**config.mk**
```make
export PLATFORM = sky130hd
export DESIGN_NAME = vector_exec_unit
export DESIGN_NICKNAME = d
export VERILOG_FILES = /design/src/rtl/vec_pkg.sv /design/src/rtl/vec_lane_alu.sv /design/src/rtl/vector_exec_unit.sv
export SDC_FILE = /design/constraint.sdc
export NUM_CORES = 2
export LEC_CHECK = 0
export CAP_MARGIN = 20
export CORE_AREA = 2 2 454 231
export CTS_BUF_LIST = sky130_fd_sc_hd__clkbuf_8
export CTS_CLUSTER_SIZE = 25
export DETAILED_ROUTE_END_ITERATION = 8
export DIE_AREA = 0 0 456 233
export SYNTH_ARGS = -nofsm -noshare
export SYNTH_HDL_FRONTEND = slang
export SYNTH_SLANG_ARGS = --single-unit
```
**constraint.sdc**
```tcl
create_clock -name clk -period 16.62 [get_ports clk]
set_input_delay 4.986 -clock clk [delete_from_list [all_inputs] [get_ports clk]]
set_output_delay 4.986 -clock clk [all_outputs]
set_load 0.02 [all_outputs]
```
**src/rtl/vec_pkg.sv**
```systemverilog
// Shared types and sizes for the element-serial vector execution stage.
package vec_pkg;

  localparam int unsigned VLANES = 5;
  localparam int unsigned VXLEN  = 32;
  localparam int unsigned VCNTW  = 3;

  typedef enum logic [2:0] {
    VOP_ADD = 3'b000,
    VOP_SUB = 3'b001,
    VOP_MUL = 3'b010,
    VOP_AND = 3'b011,
    VOP_ORR = 3'b100,
    VOP_EOR = 3'b101
  } vop_t;

  typedef enum logic [1:0] {
    IDLE = 2'd0,
    EXEC = 2'd1,
    WB   = 2'd2
  } vstate_t;

endpackage

```
**src/rtl/vec_lane_alu.sv**
```systemverilog
// Single-lane combinational ALU, time-shared across vector lanes.
module vec_lane_alu
  import vec_pkg::*;
#(
  parameter int unsigned XLEN = VXLEN
) (
  input  logic [2:0]      op,
  input  logic [XLEN-1:0] a,
  input  logic [XLEN-1:0] b,
  output logic [XLEN-1:0] result_c,
  output logic            illegal_c
);

  // Products keep only the low XLEN bits.
  always_comb begin
    result_c  = '0;
    illegal_c = 1'b0;
    case (op)
      VOP_ADD: result_c = a + b;
      VOP_SUB: result_c = a - b;
      VOP_MUL: result_c = a * b;
      VOP_AND: result_c = a & b;
      VOP_ORR: result_c = a | b;
      VOP_EOR: result_c = a ^ b;
      default: illegal_c = 1'b1;
    endcase
  end

endmodule

```
**src/rtl/vector_exec_unit.sv**
```systemverilog
// Element-serial vector ALU stage: latch operands, compute one lane per cycle,
// then issue a single-cycle register-file write-back.
module vector_exec_unit
  import vec_pkg::*;
#(
  parameter int unsigned LANES = VLANES,
  parameter int unsigned XLEN  = VXLEN
) (
  input  logic                  clk,
  input  logic                  reset_n,
  input  logic                  start,
  input  logic [2:0]            op,
  input  logic [VCNTW-1:0]      vector_size,
  input  logic [3:0]            wa_in,
  input  logic [LANES*XLEN-1:0] va,
  input  logic [LANES*XLEN-1:0] vb,
  output logic                  busy,
  output logic                  done,
  output logic                  err,
  output logic                  vwe,
  output logic [3:0]            wa3,
  output logic [VCNTW-1:0]      vsize_out,
  output logic [XLEN-1:0]       wd1,
  output logic [XLEN-1:0]       wd2,
  output logic [XLEN-1:0]       wd3,
  output logic [XLEN-1:0]       wd4,
  output logic [XLEN-1:0]       wd5
);

  vstate_t          state_q, state_d;
  logic [VCNTW-1:0] k_q, k_d;
  logic [2:0]       op_q, op_d;
  logic [VCNTW-1:0] size_q, size_d;
  logic [3:0]       wa_q, wa_d;
  logic             ill_q, ill_d;
  logic [XLEN-1:0]  va_q [LANES];
  logic [XLEN-1:0]  va_d [LANES];
  logic [XLEN-1:0]  vb_q [LANES];
  logic [XLEN-1:0]  vb_d [LANES];
  logic [XLEN-1:0]  wd_q [LANES];
  logic [XLEN-1:0]  wd_d [LANES];
  logic             busy_d, done_d, err_d, vwe_d;

  logic [VCNTW-1:0] size_clamp_c;
  logic [2:0]       alu_op_c;
  logic [XLEN-1:0]  alu_res_c;
  logic             alu_ill_c;

  assign size_clamp_c = (vector_size > VCNTW'(LANES)) ? VCNTW'(LANES) : vector_size;

  // In IDLE the ALU only serves as the legality decoder for the incoming op.
  assign alu_op_c = (state_q == IDLE) ? op : op_q;

  vec_lane_alu #(.XLEN(XLEN)) u_alu (
    .op        (alu_op_c),
    .a         (va_q[k_q]),
    .b         (vb_q[k_q]),
    .result_c  (alu_res_c),
    .illegal_c (alu_ill_c)
  );

  // Next-state and next-register values.
  always_comb begin
    state_d = state_q;
    k_d     = k_q;
    op_d    = op_q;
    size_d  = size_q;
    wa_d    = wa_q;
    ill_d   = ill_q;
    va_d    = va_q;
    vb_d    = vb_q;
    wd_d    = wd_q;
    case (state_q)
      IDLE: begin
        if (start) begin
          op_d   = op;
          size_d = size_clamp_c;
          wa_d   = wa_in;
          ill_d  = alu_ill_c;
          k_d    = '0;
          for (int i = 0; i < LANES; i++) begin
            va_d[i] = va[i*XLEN +: XLEN];
            vb_d[i] = vb[i*XLEN +: XLEN];
            wd_d[i] = '0;
          end
          state_d = ((size_clamp_c != '0) && !alu_ill_c) ? EXEC : WB;
        end
      end
      EXEC: begin
        wd_d[k_q] = alu_res_c;
        if (k_q == size_q - VCNTW'(1)) begin
          k_d     = '0;
          state_d = WB;
        end else begin
          k_d = k_q + VCNTW'(1);
        end
      end
      WB:      state_d = IDLE;
      default: state_d = IDLE;
    endcase
    busy_d = (state_d != IDLE);
    done_d = (state_d == WB);
    vwe_d  = (state_q == EXEC) && (state_d == WB);
    err_d  = (state_d == WB) && ill_d;
  end

  always_ff @(posedge clk or negedge reset_n) begin
    if (!reset_n) begin
      state_q <= IDLE;
      k_q     <= '0;
      op_q    <= '0;
      size_q  <= '0;
      wa_q    <= '0;
      ill_q   <= 1'b0;
      va_q    <= '{default: '0};
      vb_q    <= '{default: '0};
      wd_q    <= '{default: '0};
      busy    <= 1'b0;
      done    <= 1'b0;
      err     <= 1'b0;
      vwe     <= 1'b0;
    end else begin
      state_q <= state_d;
      k_q     <= k_d;
      op_q    <= op_d;
      size_q  <= size_d;
      wa_q    <= wa_d;
      ill_q   <= ill_d;
      va_q    <= va_d;
      vb_q    <= vb_d;
      wd_q    <= wd_d;
      busy    <= busy_d;
      done    <= done_d;
      err     <= err_d;
      vwe     <= vwe_d;
    end
  end

  assign wa3       = wa_q;
  assign vsize_out = size_q;
  assign wd1       = wd_q[0];
  assign wd2       = wd_q[1];
  assign wd3       = wd_q[2];
  assign wd4       = wd_q[3];
  assign wd5       = wd_q[4];

endmodule

```
* Yosys cells after proc, flatten, opt, wreduce, memory -nomap -nowiden
Cells that the tools add are included.
** Word-level totals
- Bits in registers :: 500
- Bits in latches :: 0
- Memories kept :: 0
- Word-level logic and storage cells :: 82
- Memory bits (writable) :: 0
- Input port bits :: 333
- Output and inout bits :: 171
- Memory bits (read-only) :: 0
** Operators by class
- Order comparisons :: 3
- Shift-type cells :: 0
- Reduce and logical (&&, ||, !) cells :: 12
- Multiply operators :: 1
- Bitwise logic cells :: 4
- Add/sub/neg operators :: 4
- Mux-type cells :: 24
- Div/mod/pow operators :: 0
- Equality and inequality tests :: 9
** Operators with widths (count)
- $pmux W160 S2 :: 1
- $bmux W32 S3 :: 2
- $pmux W32 S6 :: 1
- $bwmux W160 :: 1
- $mux W160 :: 1
- $mux W32 :: 5
- $demux W32 S3 :: 1
- $add A32 B32 Y32 :: 1
- $and A32 B32 Y32 :: 1
- $mul A32 B32 Y32 :: 1
- $or A32 B32 Y32 :: 1
- $sub A32 B32 Y32 :: 1
- $xor A32 B32 Y32 :: 1
- $mux W3 :: 4
- $eq A3 B2 Y1 const B :: 2
- $eq A3 B3 Y1 const B :: 2
- $mux W2 :: 3
- $pmux W3 S2 :: 1
- $reduce_or A6 Y1 :: 1
- $ge A4 B4 Y1 const B :: 1
- $logic_and A1 B1 Y1 :: 4
- $lt A4 B1 Y1 const B :: 1
- $not A3 Y4 :: 1
- $pmux W2 S2 :: 1
- other kinds (14) :: 18

* Logic depth before layout (Yosys ltp)
- Word-level depth :: 10
- Gate-level depth with buffers :: 37
- Mapped depth without buffers :: 32

* Hierarchy
A second synthesis with hierarchy kept.
** Unflattened totals
- Cells, all modules :: 4630
- Area total of the unflattened synthesis :: 41105.7 µm²
** By module, submodules not included
- vector_exec_unit :: area an instance 21894.7 µm², instances 1, seq. area each 12512.0 µm², cells each 2283
- vec_lane_alu :: area an instance 19210.9 µm², instances 1, seq. area each 0.0 µm², cells each 2347

* Worst setup path before layout
No wires, ideal clock.
- Path kind :: input to register
- Start point :: input op[0]
- End point :: register wd_q (netlist bit wd2[23])
- Path slack :: 7693 ps
- Required time :: 16475 ps
- Stages :: 17
- Path buffers :: 2
- Arrival time :: 8782 ps
- Library setup time :: 145 ps
- Cells stage by stage :: mux2i_1 > clkbuf_1 > nor2_1 > clkbuf_1 > a21oi_1 > xnor2_1 > ha_1 > or3_1 > or3_1 > o21ai_0 > o21ai_0 > a211oi_1 > o21bai_1 > xnor2_1 > nor2_1 > nor4_1 > o21ai_0
** On the way
- Longest elaborated chain between the ends :: 5
- Elaborated cells on any way between the ends :: 10
- Those cells by class :: eq/ne: 5; mux: 4; reduce/logical: 1
** RTL lines
- from (decl) :: RTL line vector_exec_unit.sv:12 : input logic [2:0] op,
- $mux W3 * :: RTL line vector_exec_unit.sv:52 : assign alu_op_c = (state_q == IDLE) ? op : op_q;
- $eq A3 B3 Y1 (tied with other cells) :: RTL line vec_lane_alu.sv:18 : case (op)
- $pmux W32 S6 * :: RTL line vec_lane_alu.sv:18
- $bwmux W160 * :: RTL line vector_exec_unit.sv:90 : wd_d[k_q] = alu_res_c;
- $pmux W160 S2 * :: RTL line vector_exec_unit.sv:73 : case (state_q)
- to (signal assigned) :: RTL line vector_exec_unit.sv:131 : wd_q <= wd_d;
- to (decl) :: RTL line vector_exec_unit.sv:40 : logic [XLEN-1:0] wd_q [LANES];
Every way passes the cells marked *; elsewhere a longest branch is shown, timed or not.
A chain may end at the register's enable or synchronous reset.

* Final worst setup path
- Start point :: register k_q[1]
- End point :: register wd_q (netlist bit wd2[24])
** On the way
- Longest elaborated chain between the ends :: 8
- Elaborated cells on any way between the ends :: 21
- Those cells by class :: add/sub: 2; mul: 1; order compare: 2; mux: 11; bitwise: 4; reduce/logical: 1
** RTL lines
- from (decl) :: RTL line vector_exec_unit.sv:31 : logic [VCNTW-1:0] k_q, k_d;
- from (signal assigned) :: RTL line vector_exec_unit.sv:124 : k_q <= k_d;
- $not A3 Y4 (not written as such) * :: RTL line vector_exec_unit.sv:56, vector_exec_unit.sv:57, vector_exec_unit.sv:90
- $bmux W32 S3 (on tied branches) :: RTL line vector_exec_unit.sv:56, vector_exec_unit.sv:57
- $mux W32 (on tied branches) (2 in a row) :: RTL line vector_exec_unit.sv:56, vector_exec_unit.sv:57
- $mul A32 B32 Y32 (tied with other cells) :: RTL line vec_lane_alu.sv:21 : VOP_MUL: result_c = a * b;
- $pmux W32 S6 :: RTL line vec_lane_alu.sv:18
- $bwmux W160 * :: RTL line vector_exec_unit.sv:90
- $pmux W160 S2 * :: RTL line vector_exec_unit.sv:73
Every way passes the cells marked *; elsewhere a longest branch is shown, timed or not. The select of a mux whose other input is x is not followed.

==> results by group <==
Worst setup path
  • Slowest Stage Delay on Critical Path: 0.82 ns
  • CP required: 17.25 ns
  • CP startpoint: k_q[1]
  • Critical path class: flip-flop to flip-flop
  • Crit path max fanout: between 60 and 70
  • R2R cell count: 29
  • R2r setup slk: 5.53 ns
  • CP Capture Type: flip-flop
  • Startpoint Class: flip-flop
  • Critical R2R Launch: k_q[1]
  • CP most frequent cell: fa_1
  • Crit path DAT: 11.72 ns
  • CP max-delay cell: dfrtp_4

STA
  • Fin. Hold Viols: 0
  • Tcrit/Tclk final: 66.7%
  • Worst Setup Slack, final: roughly 5.5 ns
  • Max-slew violations: 0
  • Crit path time final: 11.09 ns
  • WHS: 0.490 ns
  • RSZ-0062 raised after global routing: false
  • Slew Limit Headroom: 21.2%
  • Final setup viols: 0
  • Clock Skew: 0.0713 ns
  • Setup TNS: 0 ns
  • Max frequency: 90.2 MHz
  • Worst-Margin Slew: 1.17 ns

Synthesis
  • Yosys Warn Count: 0
  • Gate Count Post-Synth: 3969
  • Post-synth EDFFs: 0
  • Yosys top cell area share: 30.9%
  • Post-synthesis mux area share: between 10% and 20%
  • Synth Cell Area: 40500 sq um
  • Main combinational cell family by area after synthesis: adder cells
  • Post-synthesis area per instance: about 10 sq um
  • Simple-Gate Fraction of Synth Area: 10.1%
  • Top-count cell post-synth: dfrtp_1
  • FF+latch count, synth: 500
  • Syn_nets: a little under 5000
  • Register area share after synthesis: 30.9%
  • Xor and xnor area share after synthesis: 3.08%
  • Largest cells by area after synthesis: dfrtp_1, fa_1, mux2_2
  • Adder-cell share of the synthesized area: around 27%
  • Post-synth cell types: a little under 100
  • Synth cell count leaders: dfrtp_1, inv_1, fa_1
  • Largest area contributor in the netlist: dfrtp_1
  • Most used flip-flop cell after synthesis: dfrtp_1
  • Ys async rst share: 100%
  • Synth Area in Compound Gates: 10.4%

Detailed routing
  • Total Wirelength: 158000 um
  • Starting DRC count in detailed routing: 3461
  • Antenna-violating nets left: 0
  • DRT Pass-1 Iters: 8
  • Drt via density: 5.61
  • Drc violations: 0
  • Post-DR wirelength/cell: around 27 um
  • Vias: ~33000

Clock tree
  • Hold_buf cts: 0
  • Clock tree root buffer cell: clkbuf_8
  • TritonCTS clock tree: done
  • Clk Latency, worst-skew pair: 0.75 ns
  • # H-tree levels: 3
  • Total CTS buffers: 76
  • Sink Count: 500
  • Setup Buffers After CTS: 0
  • Worst-path clk slew: approximately 0.07 ns
  • Clock buffer depth: 3
  • CTS resizes: 0

Place
  • IO Port Bufs: 503
  • Final HPWL DP: about 120000 um
  • Routability Congestion: 1.04
  • Pre-CTS WS: just under 6 ns

Cells and area
  • Fraction of layout cells with a size suffix above 1: 14.0%
  • FILL cells: 9619
  • Area growth from synthesis to layout: 19.8%
  • Final #Nets: 5358

Flow run
  • Max-cap violations: 0

Global routing
  • Largest net degree at the start of global routing: 214
  • Vias in the first global route: approximately 32000
  • Total global routing overflow: 0
  • Total GRT Usage: approximately 30%
  • Initial antenna violation count: 9
  • Global-route wire length before repair: about 230000 um

Die
  • Boundary Pins: 504
  • Die area: 106000 sq um
  • Die X-Extent: ~460 um
  • CORE AREA: 102000 sq um
  • Initial Utilization: between 30% and 40%
  • FP Rows: 83
  • Die height: 233 um

Hold path
  • Hold path start: ill_q
  • Worst Hold Class: flip-flop to flip-flop
  • Hold Crit Depth: 2

Outcome
  • Status: finished, final reports clean
critical path, delay by kind of cell (launching register included):
kind                     cells  cell delay (ns)
XOR/XNOR                     1             0.71
AO/OA/AOI/OAI                7             1.73
adder cells (fa/ha/maj)     10             4.45
flip-flops                   1             0.82
buffers and inverters        8             2.50
AND/OR/NAND/NOR              3             0.55
flip-flops by register name, indices dropped and copies added (netlist names), 2 cells and up:
name       flops
va_q         160
wa3            4
op_q           3
vb_q         160
wd5           32
wd2           32
wd3           32
wd4           32
vsize_out      3
state_q        2
wd1           32
k_q            3
cell usage in the layout (no fill, tap or decap), drive strengths merged, types with 28 or more instances in the layout:
master,n
a21oi,101
a22oi,89
buf,85
clkbuf,95
clkdlybuf4s50,502
clkinv,29
dfrtp,500
fa,409
ha,221
inv,475
mux2,360
mux2i,48
nand2,272
nand3,174
nor2,396
o21ai,202
o22a,32
o22ai,28
xnor2,112
kinds of logic (layout without fill, tap and decap cells):
| logic type | count (synthesis) | after routing |
|---|---|---|
| buffers and inverters | 708 | 1187 |
| AND/OR/NAND/NOR | 944 | 944 |
| multiplexers | 414 | 414 |
| AO/OA/AOI/OAI | 633 | 633 |
| adder cells (fa/ha/maj) | 630 | 630 |
| flip-flops | 500 | 500 |
| XOR/XNOR | 140 | 140 |
| other | 0 | 4 |
cell type report:
type	instances	area, sq um	share of cell area, %
tap	1360	1700	3.50
sequential	500	12500	25.8
clock buffer	95	1310	2.69
antenna	4	10.0	0.0206
inverter	469	1760	3.63
timing repair buffer	587	5760	11.8
multi-input combinational	2761	25300	52.0
clock inverter	36	249	0.513
through the flow:
| step | util (%) | instance area [sq um] | std cells |
|---|---|---|---|
| 2_1_floorplan | - | 40500 | 3969 |
| 3_3_place_gp | 46.1 | 47000 | 5675 |
| 3_5_place_dp | 46.1 | 47000 | 5676 |
| 4_1_cts | 47.6 | 48500 | 5807 |
| 5_1_grt | 47.7 | 48600 | 5811 |
| 6_report | 47.7 | 48600 | 5812 |
routing by layer:
| metal | global-route usage, % | wire length, um | up-vias |
|---|---|---|---|
| met4 | 5.66 | 2870 | 6 |
| met5 | 0 | 47 | - |
| met2 | 37.6 | 57600 | 1783 |
| met3 | 13.8 | 22800 | 182 |
| met1 | 45.4 | 74400 | 16600 |
| li1 | - | - | 14000 |
path summary, 6_finish.rpt:
check	end
min in group asynchronous	wd2[1]
setup reg to reg	wd2[24]
max in group asynchronous	vb_q[76]
hold reg to reg	ill_q
hold / removal	ill_q
setup / recovery	wd2[24]
Power is left out: the tool's default activity adds up to more than one toggle a clock period on the data nets, which glitch-free logic cannot reach.
